## config.mk

```make
export PLATFORM = sky130hd
export DESIGN_NAME = mem_access_stage_flat
export DESIGN_NICKNAME = d
export VERILOG_FILES = /design/src/rtl/mem_pkg.sv /design/src/rtl/mem_access_stage_if.sv /design/src/rtl/load_align.sv /design/src/rtl/mem_access_stage.sv /design/src/flat_wrapper.sv
export SDC_FILE = /design/constraint.sdc
export NUM_CORES = 1
export LEC_CHECK = 0
export CAP_MARGIN = 10
export CORE_AREA = 4 4 129 131
export CTS_CLUSTER_DIAMETER = 30
export DETAILED_ROUTE_END_ITERATION = 10
export DIE_AREA = 0 0 133 135
export PLACE_DENSITY = 0.76
export SLEW_MARGIN = 20
export SYNTH_ARGS = -nofsm -noshare
export SYNTH_HDL_FRONTEND = slang
export SYNTH_SLANG_ARGS = --single-unit
```

## constraint.sdc

```tcl
create_clock -name clock -period 2.3 [get_ports clock]
set_input_delay 0.23 -clock clock [delete_from_list [all_inputs] [get_ports clock]]
set_output_delay 0.23 -clock clock [all_outputs]
set_load 0.005 [all_outputs]
```

## src/rtl/mem_pkg.sv

```systemverilog
// Memory stage shared types: control word bit positions,
// access size encodings and the stage FSM state.
package mem_pkg;

  localparam int C_MEM_READ   = 0;
  localparam int C_MEM_WRITE  = 1;
  localparam int C_REG_WRITE  = 2;
  localparam int C_MEM_TO_REG = 3;
  localparam int C_SIZE_LO    = 4;
  localparam int C_SIZE_HI    = 5;
  localparam int C_LOAD_UNS   = 6;
  localparam int C_RSVD       = 7;

  typedef enum logic [1:0] {
    SZ_WORD = 2'b00,
    SZ_HALF = 2'b01,
    SZ_BYTE = 2'b10,
    SZ_ILL  = 2'b11
  } size_t;

  typedef enum logic {
    ST_IDLE = 1'b0,
    ST_BUSY = 1'b1
  } state_t;

endpackage

```

## src/rtl/mem_access_stage_if.sv

```systemverilog
// Data-memory req/ack bus. master = memory stage,
// slave = memory. rdata is valid only with ack.
interface mem_access_stage_if;

  logic        dmem_req;
  logic        dmem_we;
  logic [31:0] dmem_addr;
  logic [3:0]  dmem_be;
  logic [31:0] dmem_wdata;
  logic [31:0] dmem_rdata;
  logic        dmem_ack;

  modport master (
    output dmem_req, dmem_we, dmem_addr,
    output dmem_be, dmem_wdata,
    input  dmem_rdata, dmem_ack
  );

  modport slave (
    input  dmem_req, dmem_we, dmem_addr,
    input  dmem_be, dmem_wdata,
    output dmem_rdata, dmem_ack
  );

endinterface

```

## src/rtl/load_align.sv

```systemverilog
// Load lane extraction: rdata, addr[1:0], size, uns in;
// data out = selected lane sign/zero-extended to 32 bits.
module load_align
  import mem_pkg::*;
(
  input  logic [31:0] rdata,
  input  logic [1:0]  addr,
  input  size_t       size,
  input  logic        uns,
  output logic [31:0] data
);

  logic [15:0] h;
  logic [7:0]  b;

  always_comb begin
    h    = addr[1] ? rdata[31:16] : rdata[15:0];
    b    = rdata[{addr, 3'b000} +: 8];
    data = '0;
    unique case (size)
      SZ_WORD: data = rdata;
      SZ_HALF: data = {{16{~uns & h[15]}}, h};
      SZ_BYTE: data = {{24{~uns & b[7]}}, b};
      default: data = '0;
    endcase
  end

endmodule

```

## src/rtl/mem_access_stage.sv

```systemverilog
// MEM stage: issues loads/stores on the dmem bus, stalls
// upstream while busy, registers the MEM/WB result.
module mem_access_stage
  import mem_pkg::*;
#(
  parameter int TIMEOUT_CYCLES = 16
) (
  input  logic               clock,
  input  logic               reset,
  input  logic signed [31:0] data_in,
  input  logic signed [31:0] mem_addr,
  input  logic [4:0]         rd_mem,
  input  logic [7:0]         control_MEM,
  output logic               stall,
  mem_access_stage_if.master dmem,
  output logic signed [31:0] wb_data,
  output logic [4:0]         rd_wb,
  output logic               reg_write_wb,
  output logic               mem_err
);

  localparam int CW = $clog2(TIMEOUT_CYCLES + 1);
  localparam logic [CW-1:0] TLAST = CW'(TIMEOUT_CYCLES - 1);

  state_t        state;
  logic [CW-1:0] cnt;
  logic [4:0]    q_rd;
  logic          q_rw;
  logic          q_wr;
  size_t         q_sz;
  logic          q_uns;
  logic [1:0]    q_lo;

  logic        rd_en;
  logic        wr_en;
  logic        mem_op;
  size_t       sz;
  logic        aligned;
  logic [3:0]  be_n;
  logic [31:0] wd_n;
  logic [31:0] ld_data;
  logic        tmo;
  logic        unused;

  assign unused = ^{control_MEM[C_MEM_TO_REG],
                    control_MEM[C_RSVD]};

  assign rd_en  = control_MEM[C_MEM_READ];
  assign wr_en  = control_MEM[C_MEM_WRITE];
  assign mem_op = rd_en | wr_en;
  assign sz     = size_t'(control_MEM[C_SIZE_HI:C_SIZE_LO]);
  assign tmo    = (cnt == TLAST);

  always_comb begin
    aligned = 1'b0;
    be_n    = '0;
    wd_n    = '0;
    unique case (sz)
      SZ_WORD: begin
        aligned = (mem_addr[1:0] == 2'b00);
        be_n    = 4'b1111;
        wd_n    = data_in;
      end
      SZ_HALF: begin
        aligned = ~mem_addr[0];
        be_n    = 4'b0011 << mem_addr[1:0];
        wd_n    = {2{data_in[15:0]}};
      end
      SZ_BYTE: begin
        aligned = 1'b1;
        be_n    = 4'b0001 << mem_addr[1:0];
        wd_n    = {4{data_in[7:0]}};
      end
      default: aligned = 1'b0;
    endcase
  end

  // Reset gates stall so it drops the instant reset asserts.
  always_comb begin
    stall = 1'b0;
    unique case (state)
      ST_IDLE: stall = mem_op & aligned;
      ST_BUSY: stall = ~dmem.dmem_ack & ~tmo;
      default: stall = 1'b0;
    endcase
    stall = stall & reset;
  end

  load_align u_align (
    .rdata (dmem.dmem_rdata),
    .addr  (q_lo),
    .size  (q_sz),
    .uns   (q_uns),
    .data  (ld_data)
  );

  always_ff @(posedge clock or negedge reset) begin
    if (!reset) begin
      state           <= ST_IDLE;
      cnt             <= '0;
      q_rd            <= '0;
      q_rw            <= 1'b0;
      q_wr            <= 1'b0;
      q_sz            <= SZ_WORD;
      q_uns           <= 1'b0;
      q_lo            <= '0;
      dmem.dmem_req   <= 1'b0;
      dmem.dmem_we    <= 1'b0;
      dmem.dmem_addr  <= '0;
      dmem.dmem_be    <= '0;
      dmem.dmem_wdata <= '0;
      wb_data         <= '0;
      rd_wb           <= '0;
      reg_write_wb    <= 1'b0;
      mem_err         <= 1'b0;
    end else begin
      mem_err <= 1'b0;
      unique case (state)
        ST_IDLE: begin
          if (!mem_op) begin
            wb_data      <= mem_addr;
            rd_wb        <= rd_mem;
            reg_write_wb <= control_MEM[C_REG_WRITE];
          end else if (!aligned) begin
            mem_err      <= 1'b1;
            reg_write_wb <= 1'b0;
          end else begin
            state           <= ST_BUSY;
            cnt             <= '0;
            dmem.dmem_req   <= 1'b1;
            dmem.dmem_we    <= wr_en;
            dmem.dmem_addr  <= {mem_addr[31:2], 2'b00};
            dmem.dmem_be    <= be_n;
            dmem.dmem_wdata <= wd_n;
            reg_write_wb    <= 1'b0;
            q_rd            <= rd_mem;
            q_rw            <= control_MEM[C_REG_WRITE];
            q_wr            <= wr_en;
            q_sz            <= sz;
            q_uns           <= control_MEM[C_LOAD_UNS];
            q_lo            <= mem_addr[1:0];
          end
        end
        ST_BUSY: begin
          if (dmem.dmem_ack) begin
            state         <= ST_IDLE;
            cnt           <= '0;
            dmem.dmem_req <= 1'b0;
            rd_wb         <= q_rd;
            if (q_wr) begin
              reg_write_wb <= 1'b0;
            end else begin
              wb_data      <= ld_data;
              reg_write_wb <= q_rw;
            end
          end else if (tmo) begin
            state         <= ST_IDLE;
            cnt           <= '0;
            dmem.dmem_req <= 1'b0;
            mem_err       <= 1'b1;
            reg_write_wb  <= 1'b0;
          end else begin
            cnt <= cnt + 1'b1;
          end
        end
        default: state <= ST_IDLE;
      endcase
    end
  end

endmodule
```

## src/flat_wrapper.sv

```systemverilog
// flat-port wrapper written by rule: the top's interface ports become plain ports
module mem_access_stage_flat import mem_pkg::*;
#(
  parameter int TIMEOUT_CYCLES = 16
)
  (clock, reset, data_in, mem_addr, rd_mem, control_MEM, stall, wb_data, rd_wb, reg_write_wb, mem_err, dmem_dmem_req, dmem_dmem_we, dmem_dmem_addr, dmem_dmem_be, dmem_dmem_wdata, dmem_dmem_rdata, dmem_dmem_ack);
  mem_access_stage_if dmem_i ();
  input  logic clock;
  input  logic reset;
  input  logic signed [31:0] data_in;
  input  logic signed [31:0] mem_addr;
  input  logic [4:0] rd_mem;
  input  logic [7:0] control_MEM;
  output logic stall;
  output logic signed [31:0] wb_data;
  output logic [4:0] rd_wb;
  output logic reg_write_wb;
  output logic mem_err;
  output wire logic [$bits(dmem_i.dmem_req)-1:0] dmem_dmem_req;
  output wire logic [$bits(dmem_i.dmem_we)-1:0] dmem_dmem_we;
  output wire logic [$bits(dmem_i.dmem_addr)-1:0] dmem_dmem_addr;
  output wire logic [$bits(dmem_i.dmem_be)-1:0] dmem_dmem_be;
  output wire logic [$bits(dmem_i.dmem_wdata)-1:0] dmem_dmem_wdata;
  input wire logic [$bits(dmem_i.dmem_rdata)-1:0] dmem_dmem_rdata;
  input wire logic [$bits(dmem_i.dmem_ack)-1:0] dmem_dmem_ack;
  assign dmem_dmem_req = dmem_i.dmem_req;
  assign dmem_dmem_we = dmem_i.dmem_we;
  assign dmem_dmem_addr = dmem_i.dmem_addr;
  assign dmem_dmem_be = dmem_i.dmem_be;
  assign dmem_dmem_wdata = dmem_i.dmem_wdata;
  assign dmem_i.dmem_rdata = dmem_dmem_rdata;
  assign dmem_i.dmem_ack = dmem_dmem_ack;
  mem_access_stage #(.TIMEOUT_CYCLES(TIMEOUT_CYCLES)) u_core (.clock(clock), .reset(reset), .data_in(data_in), .mem_addr(mem_addr), .rd_mem(rd_mem), .control_MEM(control_MEM), .stall(stall), .dmem(dmem_i), .wb_data(wb_data), .rd_wb(rd_wb), .reg_write_wb(reg_write_wb), .mem_err(mem_err));
endmodule
```

==> run metrics <==
Final Non-Filler Cells 1128; compound-cell area share of the yosys netlist 19.9%; Initial DRC Count 539; DRT Pass-1 Iters 6; FF-to-FF Start u_core.q_sz[0]; Setup CP Type in -> out; crit path max fanout 3; Sw Ratio 30.1%; clock-pin slew on the worst setup and hold paths 0.05 ns; ratio of cells with drive above 1 in the final layout 10.6%; num rows 46; xor and xnor fraction of the mapped netlist area 0.143%; clk sinks 124; GRT met1 Usage 29.6%; dominant register cell in the synthesized netlist dfrtp_1; Max-Cap Viols 0; final setup fails 0; unrepaired setup endpoints after global routing false; drt drc 0; Final GP Congestion 0.898; Slew Limit Fails 0; Pwr Density 966 mW/mm^2; number of synthesis warnings 0; CP max stage delay 0.48 ns; Total GRT Usage 22.5%; initial antenna violation count 0; P&R area growth vs syn 51.6%; Final Skew 0.0218 ns; Post-DP HPWL 14.7 mm; grt met2 use 35.7%; final hold violation count 0; Starting Density 39.3%; first-pass GRT wire length 31.5 mm; sequential group share of total power 36.1%; adder-cell share of the synthesized area 1.02%; combinational power share 35.1%; post-layout minimum cycle time 2.21 ns; Critical Path RT 2.07 ns; Gate Count Post-Synth 673; CTS Buf Count 17; Die Area 0.0180 mm^2; largest net degree at the start of global routing 125; HP Start rd_mem[2]; fmax 0.452 GHz; Nets 1018; Chip Width 133 um; clk buf depth 2; CP delay by family, top buffers and inverters; GRT busiest layer met2; crit-path cells clkdlybuf4s50_1 > inv_1 > ha_2 > or2_4 > o2111ai_4 > nand2_2 > and2_1 > dlygate4sd2_1; period utilization 96.1%; main combinational cell family by area after synthesis compound AO/OA/AOI/OAI gates; slew margin rel. 34.8%; antenna viol nets, final 0; H-Tree Depth 4; post-layout util 59.6%; Distinct cells, synth 52; Pleak 4.15 nW; total gr overflow 0; Setup crit start kind input port; Psw 0.00271 W; vias in the first global route 5699; Slowest cell on crit path clkdlybuf4s50_1; Worst Path Arrival 1.98 ns; post-synthesis mux area share 3.94%; synthesized area 0.00613 mm^2; Wirelength per Cell 17.9 um; Peak VDD IR 0.613 mV; CTS root buffer clkbuf_16; Post-synth ARST share 100%; final WL 20.2 mm; CTS tree yes; n_diodes 0; die height 135 um; clock network fraction of total power 28.8%; internal power 0.00628 W; Setup crit end kind output port; Via density 5.26; placed insts 1097; Synth Area in Simple Gates 19.8%; register area share after synthesis 50.6%; number of flops mapped to enable cells by yosys 0; worst skew pair latency 0.43 ns; Crit. Startpoint control_MEM[4]; status completed; Top Ports 222; Post-Syn Area per Cell 9.12 um^2; DR vias 5929; met3 Use GR 6.04%; number of fill cells 1353; Core Box Area 0.0156 mm^2; count of input and output buffers 217; worst hold path class in -> reg; Worst Max-Slew Pin Slew 0.976 ns; crit path buf inv count 3; Yosys reg bits 124
==> layout by cell type (no fill, tap or decap), types with 3 or more instances in the layout <==
cell / n
a21boi_0: 3
a21oi_1: 34
a221oi_1: 11
a22o_1: 5
a22oi_1: 9
a311oi_1: 6
a31oi_1: 18
and2_1: 17
buf_12: 5
buf_4: 34
clkbuf_16: 17
clkbuf_8: 6
clkdlybuf4s50_1: 214
clkinv_2: 3
dfrtp_1: 124
ha_1: 4
inv_1: 7
mux2_2: 9
mux2i_1: 14
nand2_1: 195
nand2b_1: 11
nand3_1: 10
nor2_1: 38
o21a_1: 3
o21ai_0: 23
o221ai_1: 6
o22ai_1: 13
o2bb2ai_1: 9
o31ai_1: 23
==> power groups by stage <==
stage / logic (W) / clock network [W] / registers (W)
after global placement: 0.00310 / 0 / 0.00325
after detailed placement: 0.00316 / 0 / 0.00327
final: 0.00315 / 0.00259 / 0.00324
after CTS: 0.00318 / 0.00263 / 0.00324
after global routing: 0.00342 / 0.00274 / 0.00334
after floorplan: 0.00123 / 0 / 0.00326
==> kinds of logic after synthesis <==
family / count (synthesis)
DFF: 124
buffers and inverters: 57
xor gates and xnor gates: 1
AOI/OAI and AO/OA: 178
and+or+nand+nor: 284
other: 1
adders and majority gates: 5
muxes: 23
==> Yosys cell counts (3+ instances only) <==
cell type | instances | area, um^2
nand2_1 | 196 | 736
dfrtp_1 | 124 | 3100
nor2_1 | 38 | 143
a21oi_1 | 35 | 175
buf_2 | 28 | 140
o21ai_0 | 24 | 120
o31ai_1 | 23 | 173
a31oi_1 | 18 | 113
and2_1 | 17 | 106
clkbuf_1 | 14 | 52.6
mux2i_1 | 14 | 140
o22ai_1 | 13 | 81.3
a221oi_1 | 11 | 96.3
nand2b_1 | 11 | 68.8
nand3_1 | 10 | 50.1
a22oi_1 | 9 | 67.6
mux2_2 | 9 | 101
o2bb2ai_1 | 9 | 78.8
inv_1 | 7 | 26.3
a311oi_1 | 6 | 52.6
o221ai_1 | 6 | 52.6
a22o_1 | 5 | 43.8
ha_1 | 5 | 62.6
a21boi_0 | 3 | 22.5
buf_4 | 3 | 22.5
o21a_1 | 3 | 22.5
==> through the flow <==
step	hold slack, ns	total power, W	setup TNS [ns]	area (um^2)	worst slack (ns)
after detailed placement	0.387	0.00643	-0.780	8710	-0.151
after CTS	0.356	0.00905	0	9300	0.0990
after global routing	0.357	0.00950	0	9300	0.0139
after floorplan	-0.0656	0.00449	0	6140	0.608
after global placement	0.384	0.00635	-0.176	8710	-0.141
final	0.369	0.00899	0	9300	0.0890
==> routing by layer <==
layer	share of wire (%)	vias to the layer above
met2	48	235
li1	-	2819
met1	42	2835
met5	0	-
met4	2.8	0
met3	6.2	40
==> area by class of cell <==
cell class | instances | area, um^2 | area share, %
clock buffer | 24 | 512 | 5.50
clock inverter | 6 | 60.1 | 0.646
inverter | 8 | 30.0 | 0.323
multi-input combinational | 493 | 2790 | 30.0
sequential | 124 | 3100 | 33.4
tap | 216 | 270 | 2.91
timing repair buffer | 257 | 2540 | 27.3
==> final timing paths <==
path                                               to  slack [ns]  depth (start not counted)
max                                             stall        0.09                          8
min                                    u_core.q_rd[2]        0.37                          3
max reg2reg                        u_core.wb_data[30]        0.18                          4
min reg2reg                u_core.dmem.dmem_wdata[13]        0.46                          2
max in group asynchronous   u_core.dmem.dmem_addr[28]        1.31                          3
min in group asynchronous               u_core.cnt[4]        0.50                          3
==> tightest hold or removal path: stages <==
cell and delay [ns]:
clkdlybuf4s50_1 0.42, nand2_1 0.06, nand2_1 0.04
==> state kept, by name (all words and copies together) (netlist names) <==
register and flops:
u_core.cnt 5, u_core.dmem.dmem_addr 30, u_core.dmem.dmem_be 4, u_core.dmem.dmem_req 1, u_core.dmem.dmem_wdata 32, u_core.mem_err 1, u_core.q_lo 2, u_core.q_rd 5
u_core.q_rw 1, u_core.q_sz 2, u_core.q_uns 1, u_core.q_wr 1, u_core.rd_wb 5, u_core.reg_write_wb 1, u_core.state 1, u_core.wb_data 32
==> timing repair <==
action | CTS | global route
hold buffers | 1 | 0
gates resized for setup | 5 | 1
buffers inserted | 0 | 0
pin swaps | 1 | 0
setup endpoints to repair | 1 | 1
endpoints found under the hold margin | 124 | 0
(Power assumes the default switching activity.)
==> patch, RTL diff (same flow settings) <==
`TIMEOUT_CYCLES` is set to 16 in 2 places; all go to 32.
--- a/src/rtl/mem_access_stage.sv
+++ b/src/rtl/mem_access_stage.sv
@@ -3,7 +3,7 @@
 module mem_access_stage
   import mem_pkg::*;
 #(
-  parameter int TIMEOUT_CYCLES = 16
+  parameter int TIMEOUT_CYCLES = 32
 ) (
   input  logic               clock,
   input  logic               reset,
--- a/src/flat_wrapper.sv
+++ b/src/flat_wrapper.sv
@@ -1,7 +1,7 @@
 // flat-port wrapper written by rule: the top's interface ports become plain ports
 module mem_access_stage_flat import mem_pkg::*;
 #(
-  parameter int TIMEOUT_CYCLES = 16
+  parameter int TIMEOUT_CYCLES = 32
 )
   (clock, reset, data_in, mem_addr, rd_mem, control_MEM, stall, wb_data, rd_wb, reg_write_wb, mem_err, dmem_dmem_req, dmem_dmem_we, dmem_dmem_addr, dmem_dmem_be, dmem_dmem_wdata, dmem_dmem_rdata, dmem_dmem_ack);
   mem_access_stage_if dmem_i ();
Function: same outputs for any inputs over 4 cycles, from zero or initial values and one cycle with reset low; that may be too few to reach the edited logic, so the function may still have changed.
==> patch against the unedited design <==
  * Area after synthesis increased by 1.9%
  * Core utilization increased by 0.63 points
  * Largest power group unchanged
  * Clock power increased by 7%
  * First-iteration DRC count decreased by 45%
  * Count of clock-buffer cells in the layout decreased by 7
  * Largest cell class unchanged
  * Final area increased by 1.0%
  * Non-clock buffer count decreased by 5
  * Setup slack improved by 0.023 ns
  * Sequential cell count increased by 1
  * Power increased by 2.5%
  * Wire length decreased by 5.2%
==> patch: results (changes against the unedited design) <==
* Status: completed
* Psw at 2.73 mW (+0.67%)
* Sink Count at 125 (+0.81%)
* Multi-input gates at 414 (-16%)
* Compound-Gate Fraction of Synth Area at 20.8% (+0.81 points)
* NonClk Buf Share at 26.4% (-0.91 points)
* CTS resizes at 3 (-2)
* Met3 Wirelength at 1.11 mm (-12%)
* Clock Skew at 0.00516 ns (-0.0166 ns)
* Detailed-route via count at 5559 (-6.2%)
* RD Place Congestion at 0.896 (-0.19%)
* Post-DP HPWL at 14.0 mm (-4.5%)
* Routed met2 length at 9.40 mm (-4.0%)
* Top Registers: u_core.dmem.dmem_wdata (32), u_core.wb_data (32), u_core.dmem.dmem_addr (30)
* Buffers excl. clock at 252 (-1.9%)
* Layout cells sized above 1 at 16.4% (+5.7 points)
* Hold buffer count at CTS at 1 (unchanged)
* Routed length per instance at 18.2 um (+1.6%)
* Met1 Track Usage GR at 28.1% (-1.5 points)
* Post-CTS Setup Repair Bufs at 1 (+1)
* Multiplexer share of the synthesized area at 12.5% (+8.5 points)
* Seq/Total Area, Yosys at 50.0% (-0.54 points)
* Seq/total area at 33.3% (-0.080 points)
* Count of different cell masters after synthesis at 50 (-3.8%)
* Gate power share at 34.1% (-1.0 points)
* Met1 WL at 8.13 mm (-5.2%)
* CP Max Fanout at 2 (-1)
* Crit path DAT at 1.96 ns (-0.02 ns)
* Initial drt markers at 298 (-45%)
* Clock buf count at 17 (-29%)
* P_leak at 3.94 nW (-5.0%)
* WHS Path Cells at 4 (+1)
* Worst path max stage delay at 0.42 ns (-0.06 ns)
* Non-filler cells, final at 1053 (-6.6%)
* First-pass GRT wire length at 30.5 mm (-3.3%)
* Gr usage total at 21.5% (-1.1 points)
* Synth top area cells: dfrtp_1 (50%), mux2_2 (9.9%), nand2_1 (4.6%)
* Drt pass-1 iters at 5 (-1)
* Inst Count DP at 1019 (-7.1%)
* Post-synthesis adder-cell area fraction at 1.00% (-0.019 points)
* Flop pwr share at 35.7% (-0.4 points)
* Xor/xnor share of the synthesized area at 0% (-0.14 points)
* Fillers at 1284 (-5.1%)
* Nets at 941 (-7.6%)
* Met3 Usage GRT at 4.06% (-2.0 points)
* Most instantiated cells after synthesis: dfrtp_1 (125), nand2_1 (76), mux2_2 (55)
* Clock network area share at 6.55% (+0.40 points)
* Inverter count at 14 (+6)
* Worst vdd ir at 607 uV (-0.96%)
* Fraction of area in multi-input gates at 30.4% (+0.38 points)
* Met2 Use GR at 35.2% (-0.48 points)
* Mean Syn Cell Area at 10.5 um^2 (+15%)
* Slew headroom at 51.0% (+16 points)
* Largest net degree at the start of global routing at 126 (+0.80%)
[patch: path summary, 6_finish.rpt]
path / from / end / slack (ns)
max reg2reg: u_core.q_sz[0]$_DFFE_PN0P_ / u_core.wb_data[28]$_DFFE_PN0P_ / 0.25
max in group asynchronous: reset / u_core.dmem.dmem_addr[29]$_DFFE_PN0P_ / 1.28
min: control_MEM[5] / u_core.q_sz[1]$_DFFE_PN0P_ / 0.27
min reg2reg: u_core.dmem.dmem_wdata[18]$_DFFE_PN0P_ / u_core.dmem.dmem_wdata[18]$_DFFE_PN0P_ / 0.48
min in group asynchronous: reset / u_core.dmem.dmem_wdata[9]$_DFFE_PN0P_ / 0.52
max: control_MEM[4] / stall / 0.11
[patch: through the flow]
step	util, %	worst slack (ns)	total power, mW	cell area [um^2]
floorplan	-	0.484	4.59	6250
global placement	56.1	-0.136	6.39	8760
detailed placement	56.1	-0.149	6.46	8760
CTS	60.2	0.0488	9.30	9390
global route	60.3	0.0114	9.72	9400
finish	60.3	0.112	9.21	9400
